`src/rtl/slave_msg_arbiter.sv`:
```
`timescale 1ns/1ps
// Round-robin arbiter over N_CH slave FIFOs. It frames each granted message as
// [SYNC, ADDR, LEN, payload..., (CHK)]. Define MSG_CHECKSUM_EN to append the CHK byte.
module slave_msg_arbiter #(
  parameter int         N_CH      = 5,
  parameter logic [7:0] SYNC_BYTE = 8'hAA
) (
  input  logic                sys_clk,
  input  logic                n_rst,
  input  logic [N_CH-1:0]     have_msg_bus,
  input  logic [8*N_CH-1:0]   len_bus,
  input  logic [8*N_CH-1:0]   slave_data_bus,
  output logic [N_CH-1:0]     rdreq_bus,
  output logic [7:0]          tx_data,
  output logic                tx_valid,
  input  logic                tx_ready,
  output logic                busy
);

  localparam int              CH_W     = (N_CH > 1) ? $clog2(N_CH) : 1;
  localparam logic [CH_W:0]   N_CH_EXT = (CH_W+1)'(N_CH);
  localparam logic [CH_W-1:0] LAST_CH  = CH_W'(N_CH - 1);

  typedef enum logic [2:0] {
    S_IDLE,
    S_SYNC,
    S_ADDR,
    S_LEN,
    S_PAYLOAD
`ifdef MSG_CHECKSUM_EN
    , S_CHK
`endif
  } state_t;

  state_t            state;
  logic [CH_W-1:0]   ch;
  logic [CH_W-1:0]   rr_ptr;
  logic [7:0]        len_lat;
  logic [7:0]        remain;
`ifdef MSG_CHECKSUM_EN
  logic [7:0]        chk_acc;
`endif

  logic              load_en;
  logic [N_CH-1:0]   elig;
  logic [2*N_CH-1:0] elig_dbl;
  logic [N_CH-1:0]   elig_rot;
  logic              found;
  logic [CH_W-1:0]   offset;
  logic [CH_W:0]     pick_sum;
  logic [CH_W-1:0]   pick;
  logic [7:0]        pick_len;
  logic [7:0]        head_byte;
  logic [7:0]        addr_byte;

  function automatic logic [CH_W-1:0] ch_inc(input logic [CH_W-1:0] c);
    return (c == LAST_CH) ? '0 : c + CH_W'(1);
  endfunction

  // A new byte may enter the output register whenever it is empty or draining.
  assign load_en   = !tx_valid || tx_ready;
  assign addr_byte = 8'(ch);

  always_comb begin
    for (int i = 0; i < N_CH; i++) begin
      elig[i] = have_msg_bus[i] && (len_bus[i*8 +: 8] != 8'd0);
    end
  end

  // Rotating the request vector by rr_ptr turns round-robin into a plain
  // lowest-index priority search.
  assign elig_dbl = {elig, elig} >> rr_ptr;
  assign elig_rot = elig_dbl[N_CH-1:0];

  always_comb begin
    found  = 1'b0;
    offset = '0;
    for (int k = N_CH - 1; k >= 0; k--) begin
      if (elig_rot[k]) begin
        found  = 1'b1;
        offset = CH_W'(k);
      end
    end
  end

  assign pick_sum = {1'b0, rr_ptr} + {1'b0, offset};
  assign pick     = (pick_sum >= N_CH_EXT) ? CH_W'(pick_sum - N_CH_EXT)
                                           : pick_sum[CH_W-1:0];

  always_comb begin
    pick_len  = 8'd0;
    head_byte = 8'd0;
    for (int i = 0; i < N_CH; i++) begin
      if (pick == CH_W'(i)) pick_len  = len_bus[i*8 +: 8];
      if (ch   == CH_W'(i)) head_byte = slave_data_bus[i*8 +: 8];
    end
  end

  // The pop happens on the edge that captures the show-ahead head byte, so
  // back-to-back loads never see a stale head.
  always_comb begin
    rdreq_bus = '0;
    for (int i = 0; i < N_CH; i++) begin
      if ((state == S_PAYLOAD) && load_en && (ch == CH_W'(i))) rdreq_bus[i] = 1'b1;
    end
  end

  always_ff @(posedge sys_clk or negedge n_rst) begin
    if (!n_rst) begin
      state    <= S_IDLE;
      ch       <= '0;
      rr_ptr   <= '0;
      len_lat  <= 8'd0;
      remain   <= 8'd0;
      tx_data  <= 8'd0;
      tx_valid <= 1'b0;
      busy     <= 1'b0;
`ifdef MSG_CHECKSUM_EN
      chk_acc  <= 8'd0;
`endif
    end else begin
      case (state)
        S_IDLE: begin
          // The previous frame's last byte may still be waiting in the output register.
          if (tx_valid && tx_ready) tx_valid <= 1'b0;
          if (found) begin
            ch      <= pick;
            len_lat <= pick_len;
            rr_ptr  <= ch_inc(pick);
            busy    <= 1'b1;
            state   <= S_SYNC;
`ifdef MSG_CHECKSUM_EN
            chk_acc <= 8'd0;
`endif
          end else begin
            busy <= tx_valid && !tx_ready;
          end
        end
        S_SYNC: begin
          if (load_en) begin
            tx_data  <= SYNC_BYTE;
            tx_valid <= 1'b1;
            state    <= S_ADDR;
          end
        end
        S_ADDR: begin
          if (load_en) begin
            tx_data  <= addr_byte;
            tx_valid <= 1'b1;
            state    <= S_LEN;
`ifdef MSG_CHECKSUM_EN
            chk_acc  <= chk_acc ^ addr_byte;
`endif
          end
        end
        S_LEN: begin
          if (load_en) begin
            tx_data  <= len_lat;
            tx_valid <= 1'b1;
            remain   <= len_lat;
            state    <= S_PAYLOAD;
`ifdef MSG_CHECKSUM_EN
            chk_acc  <= chk_acc ^ len_lat;
`endif
          end
        end
        S_PAYLOAD: begin
          if (load_en) begin
            tx_data  <= head_byte;
            tx_valid <= 1'b1;
            remain   <= remain - 8'd1;
`ifdef MSG_CHECKSUM_EN
            chk_acc  <= chk_acc ^ head_byte;
            if (remain == 8'd1) state <= S_CHK;
`else
            if (remain == 8'd1) state <= S_IDLE;
`endif
          end
        end
`ifdef MSG_CHECKSUM_EN
        S_CHK: begin
          if (load_en) begin
            tx_data  <= chk_acc;
            tx_valid <= 1'b1;
            state    <= S_IDLE;
          end
        end
`endif
        default: state <= S_IDLE;
      endcase
    end
  end

endmodule
```
`config.mk`:
```
export PLATFORM = sky130hd
export DESIGN_NAME = slave_msg_arbiter
export DESIGN_NICKNAME = d
export VERILOG_FILES = /design/src/rtl/slave_msg_arbiter.sv
export SDC_FILE = /design/constraint.sdc
export NUM_CORES = 1
export LEC_CHECK = 0
export BUFFER_PORTS_ARGS = -buffer_cell sky130_fd_sc_hd__clkbuf_2
export CORE_MARGIN = 1
export CORE_UTILIZATION = 50
export DETAILED_ROUTE_END_ITERATION = 10
export HOLD_SLACK_MARGIN = 0.1
export MAX_ROUTING_LAYER = met4
export PLACE_DENSITY = 0.89
export SLEW_MARGIN = 15
export SYNTH_ARGS = -nofsm -noshare
export SYNTH_HDL_FRONTEND = slang
export SYNTH_SLANG_ARGS = --single-unit
```
`constraint.sdc`:
```
create_clock -name sys_clk -period 7.7 [get_ports sys_clk]
set_input_delay 0.77 -clock sys_clk [delete_from_list [all_inputs] [get_ports sys_clk]]
set_output_delay 0.77 -clock sys_clk [all_outputs]
set_load 0.005 [all_outputs]
```
==> results.cfg, run 1 <==
[run_status]
status = finished, final reports clean

[timing]
slew_violations = 0
max_clock_freq_mhz = 156
report.final.setup_viol = 0
relSlewSlack_pct = 32.5
finalSetupTns_ns = 0
tightest_slew_ns = 1.00
skew_ns = 0.00239
period_share_pct = 83.5
rsz0062_at_grt = false
period_minus_slack_ns = 6.43
hold_viol_final = 0

[clock_tree]
htreeDepth = 2
cts_sinks = 35
clk_pin_slew_ns = 0.08
clock_path_buffers = 2
cts_setup_buffers = 0
cts_buffers = 5
cts-resized-gates = 0
clk_latency_ns = 0.30
clockRootBuffer = clkbuf_8
cts_hold_buf = 0
tritoncts = built

[route]
dr.pass1.iters = 5
vias_per_cell = 6.37
wl_per_cell_um = 17.6
drc = 0
ant_nets = 0
drt_iter0_drc = 245
vias = 3377
routed_wl_um = 9350

[synth]
synth_cell_types = 65
ys.flop_type = dfrtp_1
synth_area_sq_um = 3220
ys_seq_elements = 35
synth-edff-count = 0
yosysWarnings = 0
netlist_instances = 362
seq_area_frac_synth_pct = 27.2
avgSynthCellArea_sq_um = 8.89
syn_nets = 460
synthArstFlopShare_pct = 100

[worst_setup_path]
crit_chain = clkbuf_2 -> or4_1 -> o21ai_1 -> o221ai_1 -> nand3_1 -> a21oi_1 -> o31ai_1 -> o211ai_1 -> ha_1 -> fa_1 -> inv_1 -> ha_1 -> nor2b_1 -> o21ai_0 -> a211oi_1 -> mux2i_1 -> ha_1 -> nor2b_1 -> nor3b_2 -> a32oi_1 -> mux2_2
slowest_stage = nor2b_1
path_common_cell = ha_1
cp.required_ns = 7.94
worst_path_largest_cell_delay_ns = 0.64
cp.arrival_ns = 6.67
critical_path.max_fanout = 11
end_kind = flop
critical_path_buf_inv_count = 2
critPathTopFamily = compound AO/OA/AOI/OAI gates
path_class = in2reg
startpoint_type = input port

[grt]
grt.total_usage_pct = 30.0
overflow = 0
grt_pass1_wl_um = 14900
grt_max_degree = 36
grt_pass1_vias = 3165
antenna_found_initial = 0

[finish]
area_growth_pct = 18.7
nets = 552
diodes = 0
drive_above_1_share_pct = 32.7
layout_commonest_cell = clkbuf_2
most-common-layout-cells = 102 x clkbuf_2, 35 x dfrtp_1, 32 x nor2_1, 26 x nand2_1, 20 x a21oi_1

[floorplan]
rows = 28
die_x_um = 82.2
die_h_um = 82.2
num_io_pins = 103
start_util_pct = 53.1
die_area_sq_um = 6760
core_area_sq_um = 6060

[place]
hpwlAfterDp_um = 7320
place_congestion = 0.987
port_buffers = 102

[run]
maxCapViolCount = 0

[worst_hold_path]
hp-class = reg2reg
## layout make-up
class / count / area, sq um
Clock buffer: 6 / 82.6
Clock inverter: 2 / 16.3
Fill cell: 506 / 2240
Inverter: 12 / 45.0
Multi-Input combinational cell: 295 / 2170
Sequential cell: 35 / 876
Tap cell: 75 / 93.8
Timing Repair Buffer: 105 / 533
## Yosys cell counts (all sizes together), types with 10 or more instances
cell | n | area [sq um]
a21oi | 20 | 100
clkbuf | 11 | 45.1
dfrtp | 35 | 876
inv | 11 | 41.3
mux2 | 18 | 233
nand2 | 26 | 97.6
nand2b | 13 | 81.3
nand3 | 17 | 85.1
nor2 | 32 | 120
o21ai | 25 | 144
or4 | 10 | 90.1
## worst paths after layout
check | depth (start not counted) | end | slack (ns) | from
worst max-delay path | 21 | len_lat[2] | 1.27 | len_bus[12]
worst min-delay path | 2 | tx_data[2] | 0.50 | tx_data[2]
worst max register to register | 20 | len_lat[2] | 1.63 | rr_ptr[2]
worst min register to register | 2 | tx_data[2] | 0.50 | tx_data[2]
max in group asynchronous | 1 | len_lat[2] | 6.55 | n_rst
min in group asynchronous | 1 | remain[0] | 0.59 | n_rst
## logic make-up (layout without fill, tap and decap cells)
logic type | count (synthesis) | after routing | synth area share, %
buf+inv | 32 | 125 | 5.25
xor+xnor | 2 | 2 | 0.544
compound gates | 106 | 106 | 23.9
mux | 32 | 32 | 14.7
flops | 35 | 35 | 27.2
simple gates | 145 | 145 | 24.3
fa+ha+maj | 10 | 10 | 4.12
## registers in the layout, indices dropped and copies added, names as in the netlist
register  cells
busy          1
rr_ptr        3
remain        8
tx_valid      1
len_lat       8
tx_data       8
ch            3
state         3
## worst register-to-register path, stage by stage, from the launching register on
cell and delay (ns):
dfrtp_1 0.68, or2b_1 0.28, nor2_1 0.06, a22oi_1 0.22, and3_1 0.19, nand2_1 0.05, a211o_1 0.29, o211ai_1 0.18
ha_1 0.21, fa_1 0.48, inv_1 0.12, ha_1 0.22, nor2b_1 0.18, o21ai_0 0.14, a211oi_1 0.63, mux2i_1 0.38
ha_1 0.42, nor2b_1 0.64, nor3b_2 0.21, a32oi_1 0.24, mux2_2 0.18
## metal layers
metal | GRT usage, % | vias up | wire length, um
met1 | 37.2 | 1606 | 3880
met4 | 8.60 | 0 | 191
met3 | 3.63 | 22 | 659
li1 | - | 1577 | -
met5 | - | - | 0
met2 | 51.4 | 172 | 4620
## through the flow
stage / utilization, % / instance area, sq um / setup slack, ns / hold WS [ns] / std cells
after global routing: 63.0 / 3820 / 0.711 / 0.502 / 530
after floorplan: - / 3220 / 2.00 / 0.473 / 362
after global placement: 61.4 / 3720 / 1.47 / 0.469 / 522
after CTS: 63.0 / 3820 / 1.42 / 0.496 / 530
final: 63.0 / 3820 / 1.27 / 0.495 / 530
after detailed placement: 61.4 / 3720 / 1.14 / 0.477 / 522
Power of run 1 is not shown: default switching activity piles up to over one toggle a cycle in this logic, so the estimate is an artifact.
==> run 2, diff against run 1 <==
--- a/config.mk
+++ b/config.mk
@@ -5,13 +5,14 @@
 export SDC_FILE = /design/constraint.sdc
 export NUM_CORES = 1
 export LEC_CHECK = 0
+export ABC_AREA = 1
 export BUFFER_PORTS_ARGS = -buffer_cell sky130_fd_sc_hd__clkbuf_2
 export CORE_MARGIN = 1
-export CORE_UTILIZATION = 50
+export CORE_UTILIZATION = 47
 export DETAILED_ROUTE_END_ITERATION = 10
 export HOLD_SLACK_MARGIN = 0.1
 export MAX_ROUTING_LAYER = met4
-export PLACE_DENSITY = 0.89
+export PLACE_DENSITY = 0.87
 export SLEW_MARGIN = 15
 export SYNTH_ARGS = -nofsm -noshare
 export SYNTH_HDL_FRONTEND = slang
==> constraint.sdc (replaced) <==
create_clock -name sys_clk -period 5.5 [get_ports sys_clk]
set_input_delay 0.55 -clock sys_clk [delete_from_list [all_inputs] [get_ports sys_clk]]
set_output_delay 0.55 -clock sys_clk [all_outputs]
set_load 0.005 [all_outputs]
==> results.cfg, run 2 <==
[run_status]
status = finished, final reports clean

[route]
vias_per_cell = 5.27
routed_wl_um = 8850
dr.pass1.iters = 5
wl_per_cell_um = 12.3
ant_nets = 0
drc = 0
vias = 3791
drt_iter0_drc = 229

[timing]
max_clock_freq_mhz = 229
slew_violations = 0
setup_ws_ns = 1.13
report.final.setup_viol = 0
hold_slack_ns = 0.360
period_minus_slack_ns = 4.37
hold_viol_final = 0
period_share_pct = 79.4
skew_ns = 0.00348
finalSetupTns_ns = 0
tightest_slew_ns = 1.05
relSlewSlack_pct = 29.2
rsz0062_at_grt = false

[synth]
synthTopCellsByArea = dfrtp_1 27%, nand2_1 19%, nand3_1 9.1%, nor2_1 6.7%, inv_1 6.4%
synth_area_sq_um = 3300
synth_cell_types = 36
yosysTopAreaCellShare_pct = 26.6
synth-edff-count = 0
netlist_instances = 530
syn_nets = 628
synth_commonest_cells = 167 x nand2_1, 60 x nand3_1, 59 x nor2_1
ys.flop_type = dfrtp_1
yosysWarnings = 0
ys_seq_elements = 35
synth_top_cell_by_area = dfrtp_1
yosys.cell_count.top_type = nand2_1
seq_area_frac_synth_pct = 26.6
avgSynthCellArea_sq_um = 6.22
synthArstFlopShare_pct = 100

[worst_hold_path]
hp-class = in2async

[place]
place_congestion = 0.998
dp.cells = 711
place_ws_ns = 0.833
hpwlAfterDp_um = 7240
port_buffers = 102

[worst_setup_path]
regToRegSetupSlack_ns = 1.14
end_kind = flop
critPathCapture = len_lat[4]
reg2reg_depth = 24
regToRegEndpoint = len_lat[4]
regToRegStartpoint = rr_ptr[0]
startpoint_type = input port
path_class = in2reg
critical_path.max_fanout = 16
cp.required_ns = 5.68
cp.arrival_ns = 4.55
crit_start = len_bus[39]

[floorplan]
die_h_um = 85.7
rows = 30
die_x_um = 85.7
core_area_sq_um = 6790
num_io_pins = 103
die_area_sq_um = 7350
start_util_pct = 48.5

[finish]
diodes = 0
drive_above_1_share_pct = 21.8
multiInputGateArea_sq_um = 2080
fin_cells = 719
nets = 720
final-seq-area_sq_um = 876
layout_commonest_cell = nand2_1
filler_cell_count = 660
area_growth_pct = 19.9
top_regs = len_lat (8), remain (8), tx_data (8)
most-common-layout-cells = 167 x nand2_1, 102 x clkbuf_2, 60 x nand3_1, 59 x nor2_1, 56 x inv_1

[clock_tree]
tritoncts = built
clockRootBuffer = clkbuf_8
clock_path_buffers = 2
clk_latency_ns = 0.29
htreeDepth = 2
clk_pin_slew_ns = 0.07
cts_sinks = 35
cts_buffers = 5
cts_hold_buf = 0
cts_setup_buffers = 0
cts-resized-gates = 0

[grt]
grt_pass1_vias = 3336
grt.total_usage_pct = 25.3
grt_max_degree = 36
grt_pass1_wl_um = 14800
overflow = 0
antenna_found_initial = 0

[run]
maxCapViolCount = 0
run 2: metrics by stage:
step / utilization (%) / instance area [sq um]
2_1_floorplan: - / 3300
5_1_grt: 58.2 / 3950
3_5_place_dp: 56.2 / 3820
4_1_cts: 58.2 / 3950
6_report: 58.2 / 3950
3_3_place_gp: 56.2 / 3820
run 2: worst min path at each step:
stage | depth (start not counted) | endpoint | slack (ns) | start
2_1_floorplan | 0 | busy | 0.25 | n_rst
3_3_place_gp | 1 | tx_data[0] | 0.46 | tx_data[0]
3_5_place_dp | 1 | tx_data[0] | 0.48 | tx_data[0]
4_1_cts | 1 | tx_data[0] | 0.39 | n_rst
5_1_grt | 1 | state[1] | 0.43 | n_rst
6_report | 1 | remain[5] | 0.36 | n_rst
run 2: critical path: stages:
cell and delay, ns:
clkbuf_2 0.11, nor2_1 0.10, nand4_1 0.18, nand3_1 0.14, nand3_1 0.09, nand3_1 0.10
nand2_1 0.07, nor2_1 0.21, a21boi_0 0.41, fa_1 0.51, inv_1 0.12, ha_1 0.19
nand2_1 0.11, nand3_4 0.12, nand3_1 0.13, nand2_4 0.20, inv_1 0.12, nor2_1 0.10
ha_1 0.50, nor2_1 0.11, nand2_1 0.08, nand2_1 0.05, nand2_1 0.06, nand2_1 0.06
nand2_1 0.06, nand2_1 0.05
run 2: metal layers:
layer	track usage [%]	routed length [um]
met3	3.66	464
met4	6.52	155
met5	-	0
met2	42.3	4270
met1	32.4	3960
run 2: area by class of cell:
cell class | instances | area share [%]
multi-input cells | 418 | 52.8
repair buffers | 102 | 12.9
flip-flops and latches | 35 | 22.2
well taps | 96 | 3.04
clock buffers | 6 | 1.84
clock inverters | 2 | 1.52
inverters | 60 | 5.76
run 2: cell families (layout without fill, tap and decap cells):
group	count (synthesis)	count (layout)	synth area share [%]
AO/OA/AOI/OAI	74	74	12.7
XOR/XNOR	2	2	0.532
adder cells (fa/ha/maj)	10	10	4.02
buffers and inverters	77	170	10.2
flip-flops	35	35	26.6
AND/OR/NAND/NOR	332	332	46.0
Power of run 2 is left out for the same reason.
==> run 3, diff against run 2 <==
==> constraint.sdc (replaced) <==
create_clock -name sys_clk -period 4 [get_ports sys_clk]
set_input_delay 0.4 -clock sys_clk [delete_from_list [all_inputs] [get_ports sys_clk]]
set_output_delay 0.4 -clock sys_clk [all_outputs]
set_load 0.005 [all_outputs]
==> results.cfg, run 3 (synthesis results as in run 2) <==
[timing]
tightest_slew_ns = 0.870
report.final.setup_viol = 0
hold_slack_ns = 0.212
skew_ns = 0.00818
relSlewSlack_pct = 42.0
period_minus_slack_ns = 3.78
slew_violations = 0
max_clock_freq_mhz = 265
hold_viol_final = 0
setup_ws_ns = 0.222
period_share_pct = 94.5

[route]
ant_nets = 0
wl_per_cell_um = 13.1
drc = 0
vias_per_cell = 5.30
routed_wl_um = 9590
dr.pass1.iters = 5
drt_iter0_drc = 262
vias = 3892

[run]
maxCapViolCount = 0

[worst_setup_path]
startpoint_type = flop
slowest_stage = fa_1
critical_path.max_fanout = 8
regToRegSetupSlack_ns = 0.22
path_common_cell = nand2_1
worst_path_largest_cell_delay_ns = 0.49
path_class = reg2reg
cp.arrival_ns = 3.97
cp.required_ns = 4.19
end_kind = flop

[place]
place_ws_ns = -0.0830
hpwlAfterDp_um = 7370
place_congestion = 0.928
placed_area_sq_um = 3880
port_buffers = 102

[finish]
multiInputGateArea_sq_um = 2160
final-seq-area_sq_um = 878
post-route-util_pct = 61.7
area_growth_pct = 27.1
most-common-layout-cells = 166 x nand2_1, 102 x clkbuf_2, 59 x nor2_1, 55 x inv_1, 54 x nand3_1
layout_commonest_cell = nand2_1
drive_above_1_share_pct = 25.9
finish.instance_area_sq_um = 4190
diodes = 0
nets = 735
top_regs = len_lat (8), remain (8), tx_data (8)
filler_cell_count = 597

[clock_tree]
htreeDepth = 2
clk_pin_slew_ns = 0.08
clockRootBuffer = clkbuf_8
tritoncts = built
clock_path_buffers = 2
cts_buffers = 5
clk_latency_ns = 0.30
cts_sinks = 35

[grt]
grt.total_usage_pct = 26.1
grt_pass1_vias = 3356
overflow = 0
antenna_found_initial = 0
grt_pass1_wl_um = 15100
grt_max_degree = 36

[worst_hold_path]
hp-class = in2async

[floorplan]
rows = 30
num_io_pins = 103
start_util_pct = 48.5
die_x_um = 85.7
die_h_um = 85.7
die_area_sq_um = 7350
core_area_sq_um = 6790

[run_status]
status = finished, final reports clean
run 3: cell type report:
| class | count | area share (%) |
|---|---|---|
| sequential | 35 | 21.0 |
| tap | 96 | 2.87 |
| timing repair buffer | 117 | 15.9 |
| multi-input combinational | 418 | 51.7 |
| inverter | 60 | 5.49 |
| clock buffer | 6 | 1.73 |
| clock inverter | 2 | 1.43 |
run 3: path summary, 6_finish.rpt:
check | startpoint | to | cells after the start
max | rr_ptr[0] | len_lat[0] | 26
min | n_rst | remain[0] | 1
max reg2reg | rr_ptr[0] | len_lat[0] | 26
min reg2reg | tx_data[0] | tx_data[0] | 1
max in group asynchronous | n_rst | rr_ptr[0] | 1
min in group sys_clk | len_bus[39] | len_lat[7] | 5
run 3: per-layer routing:
| layer | global-route usage, % | part of all wire [%] | vias up | wire, um |
|---|---|---|---|---|
| li1 | - | - | 1943 | - |
| met1 | 33.3 | 43 | 1785 | 4110 |
| met2 | 43.9 | 51 | 151 | 4850 |
| met3 | 4.04 | 5.1 | 13 | 489 |
| met4 | 5.61 | 1.4 | 0 | 136 |
| met5 | - | 0 | - | 0 |
run 3: metrics by stage:
stage / std cells / TNS [ns]
after floorplan: 530 / 0
after global placement: 719 / 0
after detailed placement: 719 / -0.298
after CTS: 727 / 0
after global routing: 734 / -0.222
final: 734 / 0
run 3: worst max-delay path: cells and delay by family (launching register included):
| family | cells | cell delay, ns |
|---|---|---|
| buf+inv | 4 | 0.41 |
| flops | 1 | 0.47 |
| simple gates | 17 | 1.52 |
| compound gates | 1 | 0.18 |
| fa+ha+maj | 4 | 1.06 |
run 3: what timing repair did:
item                                    4_1_cts  5_1_grt
hold buffers                                  0        0
buffers inserted                              0        7
endpoints found under the setup margin        0        9
gates resized for setup                       0       24
Power of run 3 is left out for the same reason.
